[config.mk]
export PLATFORM = sky130hd
export DESIGN_NAME = rmap_tx_fifo_arbiter_flat
export DESIGN_NICKNAME = d
export VERILOG_FILES = /design/src/rtl/rmap_tx_fifo_arbiter_if.sv /design/src/rtl/rmap_tx_fifo_arbiter.sv /design/src/flat_wrapper.sv
export SDC_FILE = /design/constraint.sdc
export NUM_CORES = 1
export LEC_CHECK = 0
export BUFFER_PORTS_ARGS = -buffer_cell sky130_fd_sc_hd__buf_2
export CAP_MARGIN = 10
export CORE_MARGIN = 8
export CORE_UTILIZATION = 49
export DETAILED_ROUTE_END_ITERATION = 8
export GPL_TIMING_DRIVEN = 0
export PLACE_DENSITY = 0.79
export SLEW_MARGIN = 20
export SYNTH_ARGS = -nofsm -noshare
export SYNTH_HDL_FRONTEND = slang
export SYNTH_SLANG_ARGS = --single-unit
[constraint.sdc]
create_clock -name clk -period 3.7 [get_ports clk]
set_input_delay 0.74 -clock clk [delete_from_list [all_inputs] [get_ports clk]]
set_output_delay 0.74 -clock clk [all_outputs]
set_load 0.02 [all_outputs]
[src/rtl/rmap_tx_fifo_arbiter_if.sv]
// rmap_tx_fifo_arbiter_if: packet-source request bus and transmit FIFO write port
interface rmap_tx_fifo_arbiter_if #(
    parameter int NUM_REQ    = 3,
    parameter int DATA_WIDTH = 9
);
    logic [NUM_REQ-1:0]            req;
    logic [NUM_REQ-1:0]            reqValid;
    logic [NUM_REQ*DATA_WIDTH-1:0] reqData;
    logic [NUM_REQ-1:0]            reqReady;
    logic [NUM_REQ-1:0]            grant;
    logic                          fifoFull;
    logic                          fifoWrEnable;
    logic [DATA_WIDTH-1:0]         fifoDataIn;
    logic                          timeoutErr;
    modport master (
        output req, reqValid, reqData, fifoFull,
        input  reqReady, grant, fifoWrEnable, fifoDataIn, timeoutErr
    );
    modport slave (
        input  req, reqValid, reqData, fifoFull,
        output reqReady, grant, fifoWrEnable, fifoDataIn, timeoutErr
    );
endinterface

[src/rtl/rmap_tx_fifo_arbiter.sv]
// rmap_tx_fifo_arbiter: packet-atomic round-robin sharing of one TX FIFO write port, with stall watchdog
module rmap_tx_fifo_arbiter #(
    parameter int NUM_REQ        = 3,
    parameter int DATA_WIDTH     = 9,
    parameter int TIMEOUT_CYCLES = 255
) (
    input logic                  clk,
    input logic                  rst,
    rmap_tx_fifo_arbiter_if.slave bus
);
    localparam int IW = NUM_REQ > 1 ? $clog2(NUM_REQ) : 1;
    localparam int TW = $clog2(TIMEOUT_CYCLES + 1);
    localparam logic [TW-1:0] T_MAX = TW'(TIMEOUT_CYCLES);
    localparam logic [DATA_WIDTH-1:0] EEP = DATA_WIDTH'(1) | (DATA_WIDTH'(1) << (DATA_WIDTH - 1));
    typedef enum logic [1:0] {IDLE, XFER, ABORT} state_t;
    state_t                state, state_nxt;
    logic [NUM_REQ-1:0]    grant, grant_nxt;
    logic [IW-1:0]         last_idx, last_nxt, sel;
    logic [TW-1:0]         timer, timer_nxt;
    logic                  found, wr_data;
    logic [DATA_WIDTH-1:0] owner_data;
    assign owner_data = bus.reqData[last_idx*DATA_WIDTH +: DATA_WIDTH];
    assign wr_data    = state == XFER && bus.reqValid[last_idx] && !bus.fifoFull;
    assign bus.grant        = grant;
    assign bus.reqReady     = (state == XFER && !bus.fifoFull) ? NUM_REQ'(1) << last_idx : '0;
    assign bus.fifoWrEnable = wr_data || (state == ABORT && !bus.fifoFull);
    assign bus.fifoDataIn   = state == ABORT ? EEP : owner_data;
    assign bus.timeoutErr   = state == ABORT && !bus.fifoFull;
    // descending scan so the nearest requester after last_idx is the one that sticks
    always_comb begin
        sel   = last_idx;
        found = 1'b0;
        for (int k = NUM_REQ; k >= 1; k--) begin
            if (bus.req[(int'(last_idx) + k) % NUM_REQ]) begin
                sel   = IW'((int'(last_idx) + k) % NUM_REQ);
                found = 1'b1;
            end
        end
    end
    always_comb begin
        state_nxt = state;
        grant_nxt = grant;
        last_nxt  = last_idx;
        timer_nxt = timer;
        case (state)
            IDLE: if (found) begin
                state_nxt = XFER;
                grant_nxt = NUM_REQ'(1) << sel;
                last_nxt  = sel;
                timer_nxt = '0;
            end
            XFER: begin
                timer_nxt = (wr_data || bus.fifoFull) ? '0 : (timer == T_MAX ? timer : timer + 1'b1);
                if (wr_data && owner_data[DATA_WIDTH-1]) begin
                    state_nxt = IDLE;
                    grant_nxt = '0;
                end else if (timer_nxt == T_MAX) begin
                    state_nxt = ABORT;
                end
            end
            ABORT: if (!bus.fifoFull) begin
                state_nxt = IDLE;
                grant_nxt = '0;
            end
            default: begin
                state_nxt = IDLE;
                grant_nxt = '0;
            end
        endcase
    end
    always_ff @(posedge clk) begin
        if (rst) begin
            state    <= IDLE;
            grant    <= '0;
            last_idx <= IW'(NUM_REQ - 1);
            timer    <= '0;
        end else begin
            state    <= state_nxt;
            grant    <= grant_nxt;
            last_idx <= last_nxt;
            timer    <= timer_nxt;
        end
    end
endmodule

[src/flat_wrapper.sv]
// flat-port wrapper written by rule: the top's interface ports become plain ports
module rmap_tx_fifo_arbiter_flat 
#(
    parameter int NUM_REQ        = 3,
    parameter int DATA_WIDTH     = 9,
    parameter int TIMEOUT_CYCLES = 255
)
  (clk, rst, bus_req, bus_reqValid, bus_reqData, bus_fifoFull, bus_reqReady, bus_grant, bus_fifoWrEnable, bus_fifoDataIn, bus_timeoutErr);
  rmap_tx_fifo_arbiter_if #(.NUM_REQ(NUM_REQ), .DATA_WIDTH(DATA_WIDTH)) bus_i ();
  input logic clk;
  input logic rst;
  input wire logic [$bits(bus_i.req)-1:0] bus_req;
  input wire logic [$bits(bus_i.reqValid)-1:0] bus_reqValid;
  input wire logic [$bits(bus_i.reqData)-1:0] bus_reqData;
  input wire logic [$bits(bus_i.fifoFull)-1:0] bus_fifoFull;
  output wire logic [$bits(bus_i.reqReady)-1:0] bus_reqReady;
  output wire logic [$bits(bus_i.grant)-1:0] bus_grant;
  output wire logic [$bits(bus_i.fifoWrEnable)-1:0] bus_fifoWrEnable;
  output wire logic [$bits(bus_i.fifoDataIn)-1:0] bus_fifoDataIn;
  output wire logic [$bits(bus_i.timeoutErr)-1:0] bus_timeoutErr;
  assign bus_i.req = bus_req;
  assign bus_i.reqValid = bus_reqValid;
  assign bus_i.reqData = bus_reqData;
  assign bus_i.fifoFull = bus_fifoFull;
  assign bus_reqReady = bus_i.reqReady;
  assign bus_grant = bus_i.grant;
  assign bus_fifoWrEnable = bus_i.fifoWrEnable;
  assign bus_fifoDataIn = bus_i.fifoDataIn;
  assign bus_timeoutErr = bus_i.timeoutErr;
  rmap_tx_fifo_arbiter #(.NUM_REQ(NUM_REQ), .DATA_WIDTH(DATA_WIDTH), .TIMEOUT_CYCLES(TIMEOUT_CYCLES)) u_core (.clk(clk), .rst(rst), .bus(bus_i));
endmodule
==> results.json, run 1 <==
{
  "status": "complete, no violations",
  "post-cts-setup-buffers": 0,
  "crit_end": "u_core.bus.grant[0]",
  "fin_crit_ns": 2.94,
  "chipHeight_um": 70.0,
  "grt_pass1_wl_um": 6810,
  "period_share_pct": 79.5,
  "area.growth.synth_to_final_pct": 22.7,
  "worstPathRequired_ns": 3.87,
  "power.internal_uw": 371,
  "drc": 0,
  "dp.cells": 274,
  "cts_hold_buffers": 0,
  "regToRegSetupSlack_ns": 0.76,
  "grt_antenna_before_repair": 0,
  "cts_buffers": 3,
  "tightest_slew_ns": 0.627,
  "dieArea_um2": 4900,
  "startpoint_type": "flip-flop",
  "io_buffer_count": 52,
  "synth_cell_type_count": 55,
  "diodes": 0,
  "max_freq_mhz": 340,
  "synth_top_area_cell": "dfxtp_1",
  "drv_cap": 0,
  "hold_violations": 0,
  "rows": 19,
  "p_clk_share_pct": 14.0,
  "synth.most_common_cell": "nor2_1",
  "setup.worst_path.end_class": "flip-flop",
  "power_frac_seq_pct": 28.2,
  "nNetsFinal": 288,
  "finalSetupViolations": 0,
  "ys.flop_type": "dfxtp_1",
  "hold_class": "reg2reg",
  "syn_inst": 191,
  "finClkSkew_ns": 0.0105,
  "yosysWarnings": 0,
  "leakage_nw": 0.750,
  "reg2reg_depth": 10,
  "synth_top_area_share_pct": 21.0,
  "clockBufferDepth": 2,
  "powerDensity_nw_per_um2": 381,
  "crit_fanout": 10,
  "syn_nets": 231,
  "layout-drive-gt1-share_pct": 30.8,
  "wl_per_cell_um": 14.1,
  "crit_start": "u_core.last_idx[0]",
  "synth_top_cells_by_count": "nor2_1, a21oi_1, dfxtp_1",
  "final_util_pct": 63.7,
  "start_util_pct": 51.9,
  "place_ws_ns": 0.781,
  "swShare_pct": 44.5,
  "synth_seq_cells": 15,
  "drtIter0Drc": 162,
  "seq_area_frac_synth_pct": 21.0,
  "crit_arrival_ns": 3.12,
  "grt_remaining_overflow": 0,
  "fp.dieW_um": 70.0,
  "cts-root-buf": "clkbuf_4",
  "grt_setup_unrepaired": "no",
  "r2r_end": "u_core.bus.grant[0]",
  "grt_pass1_vias": 1555,
  "crit_type": "reg2reg",
  "syn-cell-area_um2": 1430,
  "ios": 53,
  "maxSlewViolCount": 0,
  "synthArstFlopShare_pct": 0,
  "routed_wl_um": 3920,
  "core_um2": 2760,
  "clk_latency_ns": 0.28,
  "final_cells": 278,
  "cts_resized": 0,
  "clk_pin_slew_ns": 0.08,
  "fin_setup_tns_ns": 0,
  "cts_tree": "yes",
  "synth_area_leaders": "dfxtp_1, a21oi_1, mux2i_1, nor2_1, ha_1",
  "hpwlAfterDp_um": 3180,
  "fin_ws_ns": 0.759,
  "viasPerCell": 5.73,
  "gp_congestion": 0.859,
  "power_switching_uw": 297,
  "ant_nets": 0,
  "ctsHtreeMaxLevel": 1,
  "grt_use_total_pct": 16.0,
  "syn_area_per_cell_um2": 7.49,
  "grt_max_degree": 11,
  "vias": 1594,
  "relSlewSlack_pct": 58.2,
  "synth_edf_count": 0,
  "power_frac_comb_pct": 57.7,
  "ir_drop_uv": 314,
  "timing.rr.start": "u_core.last_idx[0]",
  "detail_route.first_pass.iterations": 4,
  "clock-sinks": 15
}
## worst min path at each step
| stage | start | endpoint | slack, ns | cells after the start |
|---|---|---|---|---|
| 2_1_floorplan | u_core.timer[1] | u_core.timer[1] | 0.50 | 2 |
| 3_3_place_gp | u_core.bus.grant[0] | u_core.bus.grant[0] | 0.45 | 1 |
| 3_5_place_dp | u_core.bus.grant[0] | u_core.bus.grant[0] | 0.45 | 1 |
| 4_1_cts | u_core.bus.grant[0] | u_core.bus.grant[0] | 0.47 | 1 |
| 5_1_grt | u_core.bus.grant[0] | u_core.bus.grant[0] | 0.49 | 1 |
| 6_report | u_core.bus.grant[0] | u_core.bus.grant[0] | 0.47 | 1 |
## logic make-up after synthesis
| logic type | Yosys count | share of synthesized area (%) |
|---|---|---|
| AOI/OAI and AO/OA | 59 | 28.6 |
| xor gates and xnor gates | 2 | 1.23 |
| adders and majority gates | 4 | 3.50 |
| buffers and inverters | 18 | 6.91 |
| DFF | 15 | 21.0 |
| muxes | 11 | 8.14 |
| and+or+nand+nor | 82 | 30.6 |
## through the flow
stage	total power [mW]	hold slack [ns]	area, um2
finish	0.669	0.467	1760
global route	0.731	0.493	1760
CTS	0.675	0.472	1760
detailed placement	0.579	0.452	1730
global placement	0.576	0.447	1730
floorplan	0.471	0.496	1430
## metal layers
| layer | up-vias | share of wire [%] | wire length (um) | GRT usage (%) |
|---|---|---|---|---|
| li1 | 811 | - | - | - |
| met1 | 743 | 41 | 1600 | 17.6 |
| met2 | 36 | 55 | 2160 | 30.5 |
| met3 | 4 | 3.3 | 129 | 3.11 |
| met4 | 0 | 0.92 | 36 | 3.79 |
| met5 | - | 0 | 0 | 0 |
## state kept, by name (all words and copies together), names as in the netlist
register / cells
u_core.timer: 8
u_core.state: 2
u_core.last_idx: 2
u_core.bus.grant: 3
## critical path, cell delays in order, from the launching register on
cell	delay, ns
dfxtp_1	0.37
buf_6	0.13
clkbuf_1	0.49
inv_1	0.14
ha_1	0.41
or3b_1	0.41
o22ai_1	0.16
a221o_1	0.16
buf_2	0.22
nor3_1	0.11
a32o_1	0.25
## placed cells by master (no fill, tap or decap), drive strengths merged, types with 2 or more instances in the layout
cell,n
a21oi,21
nand2b,4
nor2b,3
inv,7
o22ai,2
nand4,3
and3b,2
clkbuf,6
o21ai,9
and3,4
xnor2,2
a31oi,5
or3b,2
nand3b,2
and2,6
a211oi,2
nor4,2
buf,61
a21boi,4
nor3,8
dfxtp,15
a22o,2
nor2,24
nand3,7
mux2,2
a32o,2
ha,4
nand2,12
o211ai,2
mux2i,9
## power groups by stage
stage | Sequential, mW | Combinational (mW) | Clock [mW]
floorplan | 0.199 | 0.272 | 0
global placement | 0.192 | 0.383 | 0
detailed placement | 0.193 | 0.387 | 0
CTS | 0.189 | 0.389 | 0.0975
global route | 0.191 | 0.431 | 0.109
finish | 0.189 | 0.386 | 0.0938
## cell type report
| type | instances | area [um2] |
|---|---|---|
| Fill cell | 260 | 1000 |
| Clock buffer | 4 | 26.3 |
| Tap cell | 31 | 38.8 |
| Multi-Input combinational cell | 158 | 1030 |
| Timing Repair Buffer | 52 | 260 |
| Inverter | 7 | 26.3 |
| Buffer | 11 | 72.6 |
| Sequential cell | 15 | 300 |
(Power assumes the default switching activity.)
==> inputs of run 2 (changes only) <==
--- a/config.mk
+++ b/config.mk
@@ -8,10 +8,10 @@
 export BUFFER_PORTS_ARGS = -buffer_cell sky130_fd_sc_hd__buf_2
 export CAP_MARGIN = 10
 export CORE_MARGIN = 8
-export CORE_UTILIZATION = 49
+export CORE_UTILIZATION = 45
 export DETAILED_ROUTE_END_ITERATION = 8
 export GPL_TIMING_DRIVEN = 0
-export PLACE_DENSITY = 0.79
+export PLACE_DENSITY = 0.77
 export SLEW_MARGIN = 20
 export SYNTH_ARGS = -nofsm -noshare
 export SYNTH_HDL_FRONTEND = slang
==> constraint.sdc (replaced) <==
create_clock -name clk -period 2.6 [get_ports clk]
set_input_delay 0.52 -clock clk [delete_from_list [all_inputs] [get_ports clk]]
set_output_delay 0.52 -clock clk [all_outputs]
set_load 0.02 [all_outputs]
==> results.json, run 2 (synthesis gave the netlist of run 1 again) <==
{
  "period_share_pct": 92.4,
  "grt_pass1_vias": 1533,
  "area.growth.synth_to_final_pct": 24.1,
  "powerDensity_nw_per_um2": 542,
  "clk_pin_slew_ns": 0.09,
  "dieArea_um2": 5240,
  "gp_congestion": 0.879,
  "dp.cells": 287,
  "fin_crit_ns": 2.40,
  "met1_usage_pct": 19.5,
  "grt_antenna_before_repair": 0,
  "largest_register_ffs": 8,
  "final_util_pct": 58.6,
  "use_met3_pct": 6.61,
  "drtIter0Drc": 120,
  "post-cts-setup-buffers": 0,
  "regMostFlops": "u_core.timer",
  "final_cells": 290,
  "grt_max_degree": 16,
  "drc": 0,
  "clockBufferDepth": 2,
  "final_cell_mix": "buf_2, nor2_1, a21oi_1",
  "grt_setup_unrepaired": "no",
  "crit_type": "reg2reg",
  "whs_path_depth": 1,
  "core_um2": 3030,
  "routed_wl_um": 3970,
  "detail_route.first_pass.iterations": 5,
  "worstPathRequired_ns": 2.79,
  "relSlewSlack_pct": 66.4,
  "max_freq_mhz": 416,
  "layout_commonest_cell": "buf_2",
  "cts_buffers": 3,
  "drv_cap": 0,
  "rows": 20,
  "grt_use_met2_pct": 24.1,
  "vias": 1578,
  "grt_use_total_pct": 16.0,
  "leakage_nw": 0.749,
  "tightest_slew_ns": 0.505,
  "nNetsFinal": 287,
  "clock-sinks": 15,
  "crit_arrival_ns": 2.59,
  "grt_pass1_wl_um": 6860,
  "grt_remaining_overflow": 0,
  "fp.dieW_um": 72.4,
  "startpoint_type": "flip-flop",
  "reg2reg_depth": 9,
  "ant_nets": 0,
  "cts_tree": "yes",
  "hold_violations": 0,
  "clk_latency_ns": 0.29,
  "io_buffer_count": 52,
  "finalInstanceArea_um2": 1780,
  "finalSetupViolations": 0,
  "chipHeight_um": 72.4,
  "grt_busiest_layer": "met2",
  "crit_fanout": 15,
  "finClkSkew_ns": 0.000548,
  "cts-root-buf": "clkbuf_4",
  "viasPerCell": 5.44,
  "ctsHtreeMaxLevel": 1,
  "place_ws_ns": -0.360,
  "placed_area_um2": 1750,
  "diodes": 0,
  "ir_drop_uv": 301,
  "hpwlAfterDp_um": 3140,
  "top_regs": "u_core.timer: 8 flops, u_core.bus.grant: 3 flops",
  "layout-drive-gt1-share_pct": 31.3,
  "ios": 53,
  "hold_class": "reg2reg",
  "fin_ws_ns": 0.197,
  "start_util_pct": 47.2,
  "status": "complete, no violations",
  "final.fill_count": 301,
  "setup.worst_path.end_class": "flip-flop",
  "maxSlewViolCount": 0,
  "wl_per_cell_um": 13.7
}
## run 2: changes by cell type in the layout (fill, tap and decap cells not counted)
| cell | previous run | this run |
|---|---|---|
| nor3_1 | 8 | 7 |
| clkbuf_4 | 3 | 4 |
| clkbuf_1 | 3 | 2 |
| nor3_2 | 0 | 1 |
| buf_2 | 56 | 55 |
## run 2: power by group
| part | total, mW | internal [mW] | switching, mW |
|---|---|---|---|
| Combinational | 0.554 | 0.219 | 0.334 |
| Clock | 0.139 | 0.0597 | 0.0793 |
| Sequential | 0.270 | 0.251 | 0.0189 |
## run 2: final cells by class
class | count | area [um2] | share of cell area, %
plain buffers | 10 | 71.3 | 4.02
clock buffers | 4 | 26.3 | 1.48
inverters | 7 | 26.3 | 1.48
multi-input cells | 158 | 1040 | 58.4
flip-flops and latches | 15 | 300 | 16.9
well taps | 44 | 55.1 | 3.10
repair buffers | 52 | 260 | 14.7
## run 2: timing repair
item                       4_1_cts  5_1_grt
hold buffers                     0        0
gates resized for setup          0        2
setup endpoints to repair       15        3
cloned                           0        0
## run 2: worst max-delay path: stages (launching register included)
cell and delay (ns):
dfxtp_1 0.36, buf_6 0.19, inv_1 0.08, ha_1 0.37
or3b_1 0.42, o22ai_1 0.18, a221o_1 0.18, clkbuf_4 0.20
nor3_2 0.07, a32o_1 0.24
## run 2: layer usage
metal	vias up	part of all wire [%]
li1	816	-
met1	699	46
met2	59	44
met3	4	9.0
met4	0	1.3
met5	-	0
## run 2: path summary, 6_finish.rpt
check / end / start / slack [ns]
setup / recovery: u_core.bus.grant[0] / u_core.last_idx[0] / 0.20
hold reg to reg: u_core.bus.grant[0] / u_core.bus.grant[0] / 0.48
hold / removal: u_core.bus.grant[0] / u_core.bus.grant[0] / 0.48
setup reg to reg: u_core.bus.grant[0] / u_core.last_idx[0] / 0.20
## run 2: per-stage QoR
step,power [mW],setup TNS [ns],hold WS (ns)
after global placement,0.824,-2.85,0.445
after floorplan,0.671,0,0.496
final,0.963,0,0.478
after CTS,0.968,0,0.477
after global routing,1.05,0,0.517
after detailed placement,0.828,-3.11,0.453
